==> src/rtl/keypad_pkg.sv <==
// Shared types, key codes and helper functions for the 4x4 keypad encoder.
package keypad_pkg;

  // Scanner / debouncer states.
  typedef enum logic [1:0] {
    SCAN     = 2'd0,
    DEBOUNCE = 2'd1,
    HELD     = 2'd2,
    RELEASE  = 2'd3
  } state_e;

  // Codes for the non-digit keys; digits use their own value.
  localparam logic [3:0] KEY_A    = 4'd10;
  localparam logic [3:0] KEY_B    = 4'd11;
  localparam logic [3:0] KEY_C    = 4'd12;
  localparam logic [3:0] KEY_D    = 4'd13;
  localparam logic [3:0] KEY_STAR = 4'd14;
  localparam logic [3:0] KEY_HASH = 4'd15;

  // Column drive after reset: column 0 active (low).
  localparam logic [3:0] COL_RESET = 4'b1110;

  // Map (row index, column index) to the 4-bit key code.
  function automatic logic [3:0] keymap(input logic [1:0] r, input logic [1:0] c);
    logic [3:0] code;
    case ({r, c})
      4'h0:    code = 4'd1;
      4'h1:    code = 4'd2;
      4'h2:    code = 4'd3;
      4'h3:    code = KEY_A;
      4'h4:    code = 4'd4;
      4'h5:    code = 4'd5;
      4'h6:    code = 4'd6;
      4'h7:    code = KEY_B;
      4'h8:    code = 4'd7;
      4'h9:    code = 4'd8;
      4'hA:    code = 4'd9;
      4'hB:    code = KEY_C;
      4'hC:    code = KEY_STAR;
      4'hD:    code = 4'd0;
      4'hE:    code = KEY_HASH;
      4'hF:    code = KEY_D;
      default: code = 4'd0;
    endcase
    return code;
  endfunction

  // Index of the lowest-numbered active-low row (0 when none is low).
  function automatic logic [1:0] lowest_low_row(input logic [3:0] rs);
    logic [1:0] idx;
    casez (rs)
      4'b???0: idx = 2'd0;
      4'b??01: idx = 2'd1;
      4'b?011: idx = 2'd2;
      4'b0111: idx = 2'd3;
      default: idx = 2'd0;
    endcase
    return idx;
  endfunction

  // Index of the single low bit in a column drive pattern.
  function automatic logic [1:0] col_index(input logic [3:0] col);
    logic [1:0] idx;
    case (col)
      4'b1110: idx = 2'd0;
      4'b1101: idx = 2'd1;
      4'b1011: idx = 2'd2;
      4'b0111: idx = 2'd3;
      default: idx = 2'd0;
    endcase
    return idx;
  endfunction

  // Next column in the rotation 1110 -> 1101 -> 1011 -> 0111 -> 1110.
  function automatic logic [3:0] next_col(input logic [3:0] col);
    logic [3:0] nxt;
    case (col)
      4'b1110: nxt = 4'b1101;
      4'b1101: nxt = 4'b1011;
      4'b1011: nxt = 4'b0111;
      4'b0111: nxt = 4'b1110;
      default: nxt = COL_RESET;
    endcase
    return nxt;
  endfunction

endpackage

==> src/rtl/keypad_sync.sv <==
// Two-flop synchronizer for the asynchronous, active-low keypad rows.
module keypad_sync
  import keypad_pkg::*;
(
  input  logic       clk,
  input  logic       reset,
  input  logic [3:0] d,
  output logic [3:0] q
);

  logic [3:0] meta_d, meta_q;
  logic [3:0] sync_d, sync_q;

  // Next-state for the two synchronizer stages.
  always_comb begin
    meta_d = d;
    sync_d = meta_q;
  end

  // Synchronizer stages; idle (all rows released) after reset.
  always_ff @(posedge clk) begin
    if (reset) begin
      meta_q <= 4'b1111;
      sync_q <= 4'b1111;
    end else begin
      meta_q <= meta_d;
      sync_q <= sync_d;
    end
  end

  assign q = sync_q;

endmodule

==> src/rtl/keypad_encoder.sv <==
// 4x4 matrix keypad scanner with press/release debounce and 4-bit key encoding.
module keypad_encoder
  import keypad_pkg::*;
#(
  parameter int SCAN_DIV     = 1000,
  parameter int DEBOUNCE_CNT = 250000
) (
  input  logic       clk,
  input  logic       reset,
  input  logic [3:0] row,
  output logic [3:0] col,
  output logic       x3,
  output logic       x2,
  output logic       x1,
  output logic       x0,
  output logic       key_valid,
  output logic       key_held
);

  localparam int SD_W = (SCAN_DIV > 1) ? $clog2(SCAN_DIV) : 1;
  localparam int DB_W = (DEBOUNCE_CNT > 1) ? $clog2(DEBOUNCE_CNT) : 1;
  localparam logic [SD_W-1:0] DWELL_LAST = SD_W'(SCAN_DIV - 1);
  localparam logic [DB_W-1:0] DB_LAST    = DB_W'(DEBOUNCE_CNT - 1);

  logic [3:0] rs;

  keypad_sync u_sync (
    .clk   (clk),
    .reset (reset),
    .d     (row),
    .q     (rs)
  );

  state_e          state_d, state_q;
  logic [3:0]      col_d, col_q;
  logic [SD_W-1:0] dwell_d, dwell_q;
  logic [DB_W-1:0] db_d, db_q;
  logic [1:0]      row_idx_d, row_idx_q;
  logic [1:0]      col_idx_d, col_idx_q;
  logic [3:0]      code_d, code_q;
  logic            key_valid_d, key_valid_q;
  logic            key_held_d, key_held_q;
  logic            row_low_s;

  // Next-state logic for scanning, press debounce, hold and release debounce.
  always_comb begin
    state_d     = state_q;
    col_d       = col_q;
    dwell_d     = dwell_q;
    db_d        = db_q;
    row_idx_d   = row_idx_q;
    col_idx_d   = col_idx_q;
    code_d      = code_q;
    key_valid_d = 1'b0;
    key_held_d  = key_held_q;
    row_low_s   = ~rs[row_idx_q];

    case (state_q)
      SCAN: begin
        if (dwell_q == DWELL_LAST) begin
          dwell_d = '0;
          if (rs == 4'b1111) begin
            col_d = next_col(col_q);
          end else begin
            // Freeze the column and remember which key to watch.
            row_idx_d = lowest_low_row(rs);
            col_idx_d = col_index(col_q);
            db_d      = '0;
            state_d   = DEBOUNCE;
          end
        end else begin
          dwell_d = dwell_q + SD_W'(1);
        end
      end

      DEBOUNCE: begin
        if (row_low_s) begin
          if (db_q == DB_LAST) begin
            code_d      = keymap(row_idx_q, col_idx_q);
            key_valid_d = 1'b1;
            key_held_d  = 1'b1;
            db_d        = '0;
            state_d     = HELD;
          end else begin
            db_d = db_q + DB_W'(1);
          end
        end else begin
          // Bounce: abandon the press and resume dwelling on the same column.
          db_d    = '0;
          dwell_d = '0;
          state_d = SCAN;
        end
      end

      HELD: begin
        if (!row_low_s) begin
          db_d    = '0;
          state_d = RELEASE;
        end else begin
          state_d = HELD;
        end
      end

      RELEASE: begin
        if (!row_low_s) begin
          if (db_q == DB_LAST) begin
            key_held_d = 1'b0;
            col_d      = next_col(col_q);
            dwell_d    = '0;
            db_d       = '0;
            state_d    = SCAN;
          end else begin
            db_d = db_q + DB_W'(1);
          end
        end else begin
          db_d = '0;
        end
      end

      default: begin
        state_d    = SCAN;
        col_d      = COL_RESET;
        dwell_d    = '0;
        db_d       = '0;
        key_held_d = 1'b0;
      end
    endcase
  end

  // State, counters and registered outputs.
  always_ff @(posedge clk) begin
    if (reset) begin
      state_q     <= SCAN;
      col_q       <= COL_RESET;
      dwell_q     <= '0;
      db_q        <= '0;
      row_idx_q   <= 2'd0;
      col_idx_q   <= 2'd0;
      code_q      <= 4'd0;
      key_valid_q <= 1'b0;
      key_held_q  <= 1'b0;
    end else begin
      state_q     <= state_d;
      col_q       <= col_d;
      dwell_q     <= dwell_d;
      db_q        <= db_d;
      row_idx_q   <= row_idx_d;
      col_idx_q   <= col_idx_d;
      code_q      <= code_d;
      key_valid_q <= key_valid_d;
      key_held_q  <= key_held_d;
    end
  end

  assign col       = col_q;
  assign x3        = code_q[3];
  assign x2        = code_q[2];
  assign x1        = code_q[1];
  assign x0        = code_q[0];
  assign key_valid = key_valid_q;
  assign key_held  = key_held_q;

endmodule

==> config.mk <==
export PLATFORM = sky130hd
export DESIGN_NAME = keypad_encoder
export DESIGN_NICKNAME = d
export VERILOG_FILES = /design/src/rtl/keypad_pkg.sv /design/src/rtl/keypad_sync.sv /design/src/rtl/keypad_encoder.sv
export SDC_FILE = /design/constraint.sdc
export NUM_CORES = 1
export LEC_CHECK = 0
export ABC_AREA = 0
export BUFFER_PORTS_ARGS = -buffer_cell sky130_fd_sc_hd__buf_2
export CAP_MARGIN = 10
export CORE_AREA = 2 2 74 76
export CTS_CLUSTER_DIAMETER = 60
export CTS_CLUSTER_SIZE = 25
export DETAILED_ROUTE_END_ITERATION = 10
export DIE_AREA = 0 0 76 78
export PLACE_DENSITY = 0.68
export SLEW_MARGIN = 20
export SYNTH_ARGS = -nofsm -noshare
export SYNTH_HDL_FRONTEND = slang
export SYNTH_SLANG_ARGS = --single-unit
==> constraint.sdc <==
create_clock -name clk -period 4.4 [get_ports clk]
set_input_delay 0 -clock clk [delete_from_list [all_inputs] [get_ports clk]]
set_output_delay 0 -clock clk [all_outputs]
set_load 0.01 [all_outputs]
-- Yosys cells after proc, flatten, opt, wreduce, memory -nomap -nowiden
Memory sizes are Yosys's and may differ from the RTL's. A register that Yosys moved wholly into a read port is not among the register bits.
Index checks and enable logic that the tools add are counted.
- bits in read-only memories: 64
- bits in registers: 48
- word-level logic and storage cells: 88
- memories: 1
- output and inout port bits: 10
- memory list (memory ; words ; width ; rd ports ; clocked after memory_dff ; wr ports ; line ; RTL):
    (no name shown) ; 16 ; 4 ; 1 ; 1 ; 0 ; keypad_pkg.sv:26 ; case ({r, c})
- $add $sub $neg: 2
- multiplexer cells: 36
- bitwise logic cells: 3
- equal/unequal tests: 23
- reductions and logical operators: 12
- order comparisons: 1
- operators with widths (operator ; count):
    18-bit 2-to-1 mux ; 6
    18-bit case mux with 4 select lines ; 1
    10-bit 2-to-1 mux ; 4
    10-bit case mux with 3 select lines ; 1
    18-bit by 1-bit adder with 18-bit output, second input constant ; 1
    18-bit equality test, second input constant ; 1
    2-bit inequality test, second input constant ; 9
    4-bit equality test, second input constant ; 4
    4-bit 2-to-1 mux ; 4
    5-bit AND reduction ; 3
    2-bit 2-to-1 mux ; 6
    2-bit case mux with 3 select lines ; 2
    4-bit case mux with 3 select lines ; 1
    10-bit by 1-bit adder with 10-bit output, second input constant ; 1
    10-bit equality test, second input constant ; 1
    3-bit AND reduction ; 3
    4-bit by 3-bit equality test with 1-bit output, second input constant ; 2
    2-bit case mux with 4 select lines ; 1
    4-bit case mux with 2 select lines ; 1
    1-bit 2-to-1 mux ; 7
    2-bit by 1-bit equality test with 1-bit output, second input constant ; 2
    2-bit equality test, second input constant ; 2
    4-bit AND reduction ; 1
    2-bit nonzero test ; 2
    9 further kinds ; 11

-- Depth between registers and ports, before layout
Gate-level depths: netlist of run 1.
- depth after elaboration: 5
- depth in mapped cells: 8

-- Modules after synthesis
Synthesis of run 1 repeated with hierarchy kept, for this count alone.
- cell total of the unflattened synthesis: 309
- area total of the unflattened synthesis: 2727.6 um2
- by module, submodules not included (module ; cells each ; sequential area each (um2) ; area an instance (um2) ; times used):
    keypad_encoder ; 293 ; 880.8 ; 2517.4 ; 1
    keypad_sync ; 16 ; 160.2 ; 210.2 ; 1

-- Worst setup path after synthesis of run 1
OpenSTA, ideal clock, no wires.
- path kind: register to register
- from: register row_idx_q[0]
- to: register col_q[1] (netlist: col[1])
- cell stages (with the launch flop): 8
- required time: 4286 ps
- clock period less this slack: 2058 ps
- arrival time: 1944 ps
- path slack: 2342 ps
- path through: dfxtp_1 > buf_6 > mux4_2 > buf_6 > and3_4 > and3_4 > or3_1 > a21o_1
- cells in the longest elaborated chain, start to end: 4
- RTL lines (element ; line ; RTL):
    from (decl) ; keypad_encoder.sv:38 ; logic [1:0] row_idx_d, row_idx_q;
    from (signal assigned) ; keypad_encoder.sv:147 ; row_idx_q <= row_idx_d;
    1-bit binary-select mux with 2-bit select ; keypad_encoder.sv:56 ; row_low_s = ~rs[row_idx_q];
    1-bit 2-to-1 mux (implied by the code) ; keypad_encoder.sv:56 ;
    2-bit inequality test (no source line) ; -- ;
    5-bit AND reduction (no source line) ; -- ;
    to (signal assigned) ; keypad_encoder.sv:144 ; col_q <= col_d;
    to (decl) ; keypad_encoder.sv:35 ; logic [3:0] col_d, col_q;
No other way between the ends. The select of a mux whose other input is x is not followed.
A chain may end at the register's enable or synchronous reset.

-- Final worst setup path of run 1
- from: register state_q[0]
- to: register db_q[8]
- cells in the longest elaborated chain, start to end: 3
- elaborated cells between the ends (all ways): 9
- classes of those cells: 6 x eq/ne; 1 x mux; 2 x reduce/logical
- RTL lines (element ; line ; RTL):
    from (decl) ; keypad_encoder.sv:34 ; state_e state_d, state_q;
    from (signal assigned) ; keypad_encoder.sv:143 ; state_q <= state_d;
    2-bit equality test or 2-bit zero test (tied branches) ; keypad_encoder.sv:58 ; case (state_q)
    2-bit inequality test (no source line) ; -- ;
    3-bit AND reduction (no source line) ; -- ;
    to (signal assigned) ; keypad_encoder.sv:136 ; db_q <= '0;
    to (signal assigned) ; keypad_encoder.sv:146 ; db_q <= db_d;
    to (decl) ; keypad_encoder.sv:37 ; logic [DB_W-1:0] db_d, db_q;
Several ways; a longest one is shown, not always the timed one.

==> results by group, run 1 <==
Timing
  – Final min period: 2.69 ns
  – Final Hold Fails: 0
  – Slew margin rel.: 44.6%
  – Worst Skew: 0.00588 ns
  – Final slew viol count: 0
  – Measured slew at the worst slew-check pin: 0.827 ns
  – Crit share post-route: 61.2%
  – RSZ-0062 raised after global routing: no
  – Final setup fails: 0
  – Min Hold Slack: 0.146 ns
  – Fmax: 0.372 GHz
  – Sum Neg Setup Slack: 0 ns

Placement
  – Post-DP Area: 2820 um2
  – # port buffers: 15
  – Hpwl dp: 3880 um
  – Placed cells: 384
  – Placer Congestion: 0.851

Synth
  – Asr flop ratio synth: 0%
  – Synth top area cells: dfxtp_1 (38%), nor2_1 (4.8%), xnor2_1 (4.5%)
  – Yosys warning count: 0
  – Seq/Total Area, Yosys: 38.2%
  – Post-synth top area cell: dfxtp_1
  – Top-count cell post-synth: dfxtp_1
  – Post-synthesis cell area: 2730 um2
  – Yosys top cell area share: 38.2%
  – Syn Inst Count: 313
  – Yosys reg bits: 52
  – Post-synth top cells: dfxtp_1 (52), nor2_1 (35), nand2_1 (16)
  – Yosys cell types: 58
  – Avg Inst Size Synth: 8.71 um2
  – Post-synth net total: 326
  – Top_reg_cell synth: dfxtp_1
  – Post-synth EDFFs: 0

Detailed routing
  – Initial DRT Pass Iterations: 4
  – Drt drc: 0
  – Drt total wl: 5710 um
  – Initial DRC Count: 124
  – DR vias/cell: 5.78
  – Wire per inst: 14.4 um
  – Vias: 2,288
  – Antenna Nets Post-Route: 0

Global route
  – Number of global-route vias before repair: 2,064
  – Global-route usage over all layers: 20.0%
  – First-pass GRT wire length: 9560 um
  – Largest net degree at the start of global routing: 30
  – Initial antenna violation count: 0
  – Remaining global-route overflow: 0

Final layout
  – # diodes: 0
  – Fill cells: 468
  – Nets: 338
  – Final core occ: 58.6%
  – Finished Layout Cells: 396
  – Area of the multi-input gates: 1570 um2
  – Register area: 1040 um2
  – Area growth from synthesis to layout: 8.49%
  – Share of cells above drive strength 1: 13.8%
  – Final instance area: 2960 um2

Clocking
  – Clock latency on the worst-skew pair: 0.30 ns
  – Root Buffer: clkbuf_8
  – Clock sinks: 52
  – CTS tree: yes
  – Resize count post-CTS: 0
  – Inserted Clock Buffers: 5
  – Hold-fix buffers, CTS: 4
  – Post-CTS Setup Bufs: 0
  – Clock slew at reported path FFs: 0.09 ns
  – CTS H-Tree Depth: 2
  – Clock Tree Buf Depth: 2

Floorplan
  – CORE AREA: 5040 um2
  – Initial Utilization: 54.0%
  – Horiz. Die Dim: 76 um
  – Overall die height: 78 um
  – FP Rows: 26
  – I/O pin cnt: 16
  – Die area: 5930 um2

Critical path
  – Setup crit end kind: register
  – Max FO, Critical Path: 19
  – Critical Path Start Type: register
  – FF-to-FF Start: state_q[0]
  – Worst EP required: 4.57 ns
  – WP data arrival: 2.86 ns
  – CP Class: reg2reg
  – Crit path launch: state_q[0]

Flow run
  – Max-cap violation count: 0

Hold path
  – Hold path start: reset
  – HP Class: in2reg

Power
  – Cell Pwr Density: 271 nW/um2
  – Peak VDD IR: 173 uV
  – Pleak: 1.02 nW

Outcome
  – Status: finished, final reports clean
[area by class of cell]
cell class / count / area share [%]
multi-input combinational: 236 / 53.1
sequential: 52 / 35.2
tap: 70 / 2.96
clock buffer: 7 / 2.92
timing repair buffer: 21 / 4.40
clock inverter: 1 / 0.254
inverter: 9 / 1.14
[state kept, by name, indices dropped and copies added (netlist names), 2 cells and up, named ones only]
name	count
code_q	4
col	4
col_idx_q	2
db_q	18
dwell_q	10
row_idx_q	2
u_sync.meta_q	4
u_sync.q	4
[through the flow]
stage                     total power [mW]  setup WS (ns)
after CTS                            0.811           1.69
final                                0.802           1.71
after global placement               0.527           1.79
after floorplan                      0.518           2.34
after detailed placement             0.527           1.70
after global routing                 0.837           1.45
[worst paths after layout]
path	slack (ns)	end	cells after the start
setup / recovery	1.71	db_q[8]	6
hold / removal	0.15	code_q[0]	2
setup reg to reg	1.71	db_q[8]	6
hold reg to reg	0.42	u_sync.q[3]	1
[critical path, stage by stage, from the launching register on]
cell and delay, ns:
dfxtp_1 0.73, or2_2 0.27, a41oi_1 0.12, buf_4 0.28, or2_0 0.36, o31ai_4 0.68
nor2_1 0.12
[routing by layer]
layer	part of all wire [%]	GRT usage, %	wire length [um]
met1	49	26.5	2810
met2	46	32.1	2600
met3	3.9	4.77	225
met4	1.3	6.55	76
met5	0	0	0
[logic make-up after synthesis]
family                     count (synthesis)  synth area share (%)
DFF                                       52                  38.2
xor gates and xnor gates                  17                  5.46
buffers and inverters                     25                  4.18
and+or+nand+nor                          147                  30.7
adders and majority gates                  8                  3.58
AOI/OAI and AO/OA                         56                  14.5
muxes                                      8                  3.44
[placed cells by master, fill, tap and decap left out, types with 4 or more instances in the layout]
cell	count
mux2i_1	6
buf_2	15
inv_1	9
nor3_1	11
a211oi_1	4
dlygate4sd3_1	4
and3_1	8
nor4_1	6
o21ai_0	12
and2_1	5
dfxtp_1	52
nand3_1	14
nor2_1	35
a21oi_1	14
clkbuf_8	6
o311ai_0	4
ha_1	7
and4_1	4
nand4_1	11
nand2_1	16
xnor2_1	14
or2_2	10
nor3b_1	5
[where the power goes]
| group | switching [mW] | total (mW) | internal, mW |
|---|---|---|---|
| logic | 0.0197 | 0.0358 | 0.0161 |
| clock network | 0.155 | 0.283 | 0.128 |
| registers | 0.00555 | 0.483 | 0.478 |
| total | 0.180 | 0.802 | 0.622 |
Power figures use the tool's default switching activity.
==> run 2, diff against run 1 <==
==> constraint.sdc (replaced) <==
create_clock -name clk -period 2.5 [get_ports clk]
set_input_delay 0 -clock clk [delete_from_list [all_inputs] [get_ports clk]]
set_output_delay 0 -clock clk [all_outputs]
set_load 0.01 [all_outputs]
==> results by group, run 2 (synthesized netlist as in run 1, its figures left out) <==
Outcome
  – Status: finished, final reports clean (unchanged)

Global route
  – Number of global-route vias before repair: 2,143 (was 2,064)
  – First-pass GRT wire length: 10,100 um (was 9560 um)
  – Remaining global-route overflow: 0 (unchanged)
  – Initial antenna violation count: 0 (unchanged)
  – Global-route usage over all layers: 20.6% (was 20.0%)
  – Largest net degree at the start of global routing: 30 (unchanged)

Clocking
  – Clock latency on the worst-skew pair: 0.31 ns (was 0.30 ns)
  – Root Buffer: clkbuf_8 (unchanged)
  – CTS H-Tree Depth: 2 (unchanged)
  – Clock slew at reported path FFs: 0.11 ns (was 0.09 ns)
  – Clock sinks: 52 (unchanged)
  – Inserted Clock Buffers: 5 (unchanged)
  – Post-CTS Setup Bufs: 0 (unchanged)
  – Hold-fix buffers, CTS: 4 (unchanged)
  – CTS tree: yes (unchanged)
  – Resize count post-CTS: 0 (unchanged)
  – Clock Tree Buf Depth: 2 (unchanged)

Detailed routing
  – DR vias/cell: 5.77 (was 5.78)
  – Wire per inst: 14.1 um (was 14.4 um)
  – Drt drc: 0 (unchanged)
  – M1 wire length: 2850 um (was 2810 um)
  – Met2 wire len: 2600 um (about the same)
  – Drt total wl: 5750 um (was 5710 um)
  – Initial DRC Count: 119 (was 124)
  – Initial DRT Pass Iterations: 4 (unchanged)
  – Vias: 2,350 (was 2,288)
  – Antenna Nets Post-Route: 0 (unchanged)
  – DR WL met3: 238 um (was 225 um)
  – Max layer used: met4 (unchanged)

Final layout
  – Max FFs per register: 18 (unchanged)
  – Final core occ: 60.3% (was 58.6%)
  – Commonest non-fill, non-tap cells in the layout: dfxtp_1 (52), nor2_1 (35), nand2_1 (16), buf_2 (15) (unchanged)
  – # diodes: 0 (unchanged)
  – Area growth from synthesis to layout: 11.6% (was 8.49%)
  – Area of the multi-input gates: 1570 um2 (unchanged)
  – Commonest non-fill, non-tap cell in the layout: dfxtp_1 (unchanged)
  – Regs by FF count: db_q: 18 flops, dwell_q: 10 flops (unchanged)
  – Register area: 1040 um2 (unchanged)
  – Nets: 349 (was 338)
  – Finished Layout Cells: 407 (was 396)
  – Largest reg by FF count: db_q (unchanged)
  – Fill cells: 453 (was 468)
  – Share of cells above drive strength 1: 16.9% (was 13.8%)
  – Final instance area: 3040 um2 (was 2960 um2)

Power
  – Pwr Total: 1.42 mW (was 802 uW)
  – Peak VDD IR: 255 uV (was 173 uV)
  – Pleak: 1.08 nW (was 1.02 nW)
  – Cell Pwr Density: 468 nW/um2 (was 271 nW/um2)

Critical path
  – Worst EP required: 2.70 ns (was 4.57 ns)
  – Critical Path Start Type: register (unchanged)
  – WP data arrival: 2.41 ns (was 2.86 ns)
  – CP Class: reg2reg (unchanged)
  – Setup crit end kind: register (unchanged)
  – Max FO, Critical Path: 14 (was 19)

Floorplan
  – FP Rows: 26 (unchanged)
  – Die area: 5930 um2 (unchanged)
  – CORE AREA: 5040 um2 (unchanged)
  – Initial Utilization: 54.0% (unchanged)
  – Horiz. Die Dim: 76 um (unchanged)
  – Overall die height: 78 um (unchanged)
  – I/O pin cnt: 16 (unchanged)

Placement
  – Placer Congestion: 0.914 (was 0.851)
  – Placed cells: 395 (was 384)
  – Placement Setup Slack: 0.353 ns (was 1.70 ns)
  – Post-DP Area: 2910 um2 (was 2820 um2)
  – # port buffers: 15 (unchanged)
  – Hpwl dp: 4000 um (was 3880 um)

Hold path
  – HP Class: in2reg (unchanged)

Flow run
  – Max-cap violation count: 0 (unchanged)

Timing
  – Slew margin rel.: 52.2% (was 44.6%)
  – Final setup fails: 0 (unchanged)
  – Final min period: 2.20 ns (was 2.69 ns)
  – RSZ-0062 raised after global routing: no (unchanged)
  – Setup ws final: 0.295 ns (was 1.71 ns)
  – Crit share post-route: 88.2% (was 61.2%)
  – Min Hold Slack: 0.124 ns (was 0.146 ns)
  – Fmax: 0.454 GHz (was 0.372 GHz)
  – Final slew viol count: 0 (unchanged)
  – Measured slew at the worst slew-check pin: 0.713 ns (was 0.827 ns)
  – Sum Neg Setup Slack: 0 ns (unchanged)
  – Worst Skew: 0.0104 ns (was 0.00588 ns)
  – Final Hold Fails: 0 (unchanged)
## run 2: cell types whose count changed in the layout (fill, tap and decap cells not counted)
cell | before | now
buf_4 | 2 | 13
clkbuf_1 | 1 | 0
clkbuf_8 | 6 | 5
clkinv_4 | 0 | 1
clkinvlp_4 | 1 | 0
inv_6 | 0 | 2
## run 2: cell type report
cell class / instances / share of cell area (%)
multi-input cells: 236 / 51.6
clock inverters: 3 / 0.864
repair buffers: 32 / 7.00
clock buffers: 5 / 2.26
inverters: 9 / 1.11
well taps: 70 / 2.88
flip-flops and latches: 52 / 34.2
## run 2: final timing paths
kind	depth (start not counted)	to	start	slack, ns
worst max-delay path	6	db_q[17]	row_idx_q[1]	0.30
worst min register to register	1	u_sync.q[3]	u_sync.meta_q[3]	0.42
worst max register to register	6	db_q[17]	row_idx_q[1]	0.30
worst min-delay path	2	row_idx_q[1]	reset	0.12
## run 2: power by group
part           switching, mW  internal, mW
logic                 0.0343        0.0304
registers            0.00962         0.841
clock network          0.301         0.207
total                  0.344          1.08
## run 2: critical path, stage by stage, from the launching register on
cell     delay [ns]
dfxtp_1        0.55
mux4_2         0.44
nor3_2         0.07
buf_4          0.19
nor4_1         0.55
a31o_2         0.23
a21oi_1        0.05
## run 2: routing by layer
metal | track usage [%] | vias to the layer above
met4 | 5.45 | 0
met1 | 28.8 | 1105
met3 | 3.49 | 6
met2 | 33.2 | 40
met5 | 0 | -
li1 | - | 1199
==> run 3, diff against run 2 <==
--- a/config.mk
+++ b/config.mk
@@ -8,12 +8,14 @@
 export ABC_AREA = 0
 export BUFFER_PORTS_ARGS = -buffer_cell sky130_fd_sc_hd__buf_2
 export CAP_MARGIN = 10
-export CORE_AREA = 2 2 74 76
+export CELL_PAD_IN_SITES_DETAIL_PLACEMENT = 0
+export CELL_PAD_IN_SITES_GLOBAL_PLACEMENT = 1
+export CORE_AREA = 2 2 80 82
 export CTS_CLUSTER_DIAMETER = 60
-export CTS_CLUSTER_SIZE = 25
+export CTS_CLUSTER_SIZE = 12
 export DETAILED_ROUTE_END_ITERATION = 10
-export DIE_AREA = 0 0 76 78
-export PLACE_DENSITY = 0.68
+export DIE_AREA = 0 0 82 84
+export PLACE_DENSITY = 0.75
 export SLEW_MARGIN = 20
 export SYNTH_ARGS = -nofsm -noshare
 export SYNTH_HDL_FRONTEND = slang
==> results by group, run 3 (synthesized netlist as in run 1, its figures left out) <==
Floorplan
  – Horiz. Die Dim: 82 um (was 76 um)
  – Die area: 6890 um2 (was 5930 um2)
  – Overall die height: 84 um (was 78 um)
  – FP Rows: 29 (was 26)
  – Initial Utilization: 44.7% (was 54.0%)
  – I/O pin cnt: 16 (unchanged)
  – CORE AREA: 6100 um2 (was 5040 um2)

Detailed routing
  – Initial DRC Count: 108 (was 119)
  – Drt drc: 0 (unchanged)
  – Drt total wl: 5980 um (was 5750 um)
  – DR vias/cell: 5.62 (was 5.77)
  – Initial DRT Pass Iterations: 4 (unchanged)
  – Antenna Nets Post-Route: 0 (unchanged)
  – Wire per inst: 14.4 um (was 14.1 um)
  – Vias: 2,326 (was 2,350)

Final layout
  – Final instance area: 3040 um2 (about the same)
  – Commonest non-fill, non-tap cells in the layout: dfxtp_1 (52), nor2_1 (35), nand2_1 (16), buf_2 (15) (unchanged)
  – Nets: 349 (unchanged)
  – Area growth from synthesis to layout: 11.7% (was 11.6%)
  – # diodes: 0 (unchanged)
  – Regs by FF count: db_q: 18 flops, dwell_q: 10 flops (unchanged)
  – Share of cells above drive strength 1: 16.6% (was 16.9%)
  – Largest reg by FF count: db_q (unchanged)
  – Finished Layout Cells: 414 (was 407)
  – Commonest non-fill, non-tap cell in the layout: dfxtp_1 (unchanged)
  – Max FFs per register: 18 (unchanged)

Timing
  – Final Hold Fails: 0 (unchanged)
  – Final setup fails: 0 (unchanged)
  – Fmax: 0.440 GHz (was 0.454 GHz)
  – Crit share post-route: 91.0% (was 88.2%)
  – RSZ-0062 raised after global routing: no (unchanged)
  – Worst Skew: 0.00750 ns (was 0.0104 ns)
  – Measured slew at the worst slew-check pin: 0.851 ns (was 0.713 ns)
  – Final min period: 2.27 ns (was 2.20 ns)
  – Sum Neg Setup Slack: 0 ns (unchanged)
  – Slew margin rel.: 43.0% (was 52.2%)
  – Final slew viol count: 0 (unchanged)

Placement
  – Placer Congestion: 0.828 (was 0.914)
  – Post-DP Area: 2910 um2 (about the same)
  – Hpwl dp: 4230 um (was 4000 um)
  – Placed cells: 402 (was 395)
  – # port buffers: 15 (unchanged)

Global route
  – Remaining global-route overflow: 0 (unchanged)
  – Initial antenna violation count: 0 (unchanged)
  – Largest net degree at the start of global routing: 30 (unchanged)
  – First-pass GRT wire length: 10,600 um (was 10,100 um)
  – Global-route usage over all layers: 19.2% (was 20.6%)
  – Number of global-route vias before repair: 2,227 (was 2,143)

Clocking
  – Clock slew at reported path FFs: 0.10 ns (was 0.11 ns)
  – Post-CTS Setup Bufs: 0 (unchanged)
  – Root Buffer: clkbuf_8 (unchanged)
  – Inserted Clock Buffers: 5 (unchanged)
  – Clock latency on the worst-skew pair: 0.31 ns (about the same)
  – Clock Tree Buf Depth: 2 (unchanged)
  – Clock sinks: 52 (unchanged)
  – CTS H-Tree Depth: 2 (unchanged)
  – CTS tree: yes (unchanged)

Critical path
  – Worst EP required: 2.72 ns (was 2.70 ns)
  – Setup crit end kind: register (unchanged)
  – Max FO, Critical Path: 9 (was 14)
  – WP data arrival: 2.49 ns (was 2.41 ns)
  – Critical Path Start Type: register (unchanged)
  – CP Class: reg2reg (unchanged)

Hold path
  – HP Class: in2reg (unchanged)

Power
  – Pleak: 1.07 nW (was 1.08 nW)
  – Cell Pwr Density: 458 nW/um2 (was 468 nW/um2)
  – Peak VDD IR: 252 uV (was 255 uV)

Outcome
  – Status: finished, final reports clean (unchanged)

Flow run
  – Max-cap violation count: 0 (unchanged)
[run 3: changes by cell type in the layout (fill, tap and decap cells not counted), sizes merged]
| cell | delta |
|---|---|
| clkinvlp | +1 |
| inv | -2 |
| clkbuf | +1 |
[run 3: worst max-delay path: stages (launching register included)]
cell and delay [ns]:
dfxtp_1 0.35, ha_1 0.21, and3_1 0.22, and4_1 0.26
a31oi_1 0.71, nor2_1 0.14, a311oi_1 0.29
[run 3: per-stage QoR]
step	utilization (%)	hold WS [ns]	setup slack (ns)	power, mW
after floorplan	-	0.104	0.442	0.911
after global placement	47.8	0.185	0.306	0.929
after detailed placement	47.8	0.188	0.291	0.929
after CTS	49.9	0.139	0.269	1.41
after global routing	49.9	0.166	0.0485	1.45
final	49.9	0.135	0.225	1.39
[run 3: area by class of cell]
cell class	instances	area, um2
clock buffers	6	72.6
inverters	9	33.8
flip-flops and latches	52	1040
fillers	596	3050
repair buffers	32	213
multi-input cells	236	1570
well taps	77	96.3
clock inverters	2	16.3
[run 3: what timing repair did]
item	CTS	global route
endpoints found under the hold margin	4	0
hold buffers	4	0
resized for setup	0	0
[run 3: per-layer routing]
metal  GRT usage [%]  vias to the layer above  part of all wire (%)
met1            26.0                     1098                    49
met4            5.76                        0                   1.3
met2            31.0                       27                    47
met5               0                        -                     0
li1                -                     1194                     -
met3            3.25                        7                   2.2
[run 3: final timing paths]
kind	endpoint	from	slack, ns	cells past startpoint
worst max register to register	dwell_q[8]	db_q[0]	0.23	6
worst max-delay path	dwell_q[8]	db_q[0]	0.23	6
worst min-delay path	code_q[0]	reset	0.14	2
worst min register to register	u_sync.q[3]	u_sync.meta_q[3]	0.42	1
[run 3: power breakdown]
part / internal [mW] / total [mW] / switching [mW] / leakage [nW]
clock: 0.200 / 0.481 / 0.282 / 0.0414
sequential: 0.841 / 0.850 / 0.00905 / 0.422
combinational: 0.0302 / 0.0632 / 0.0330 / 0.610
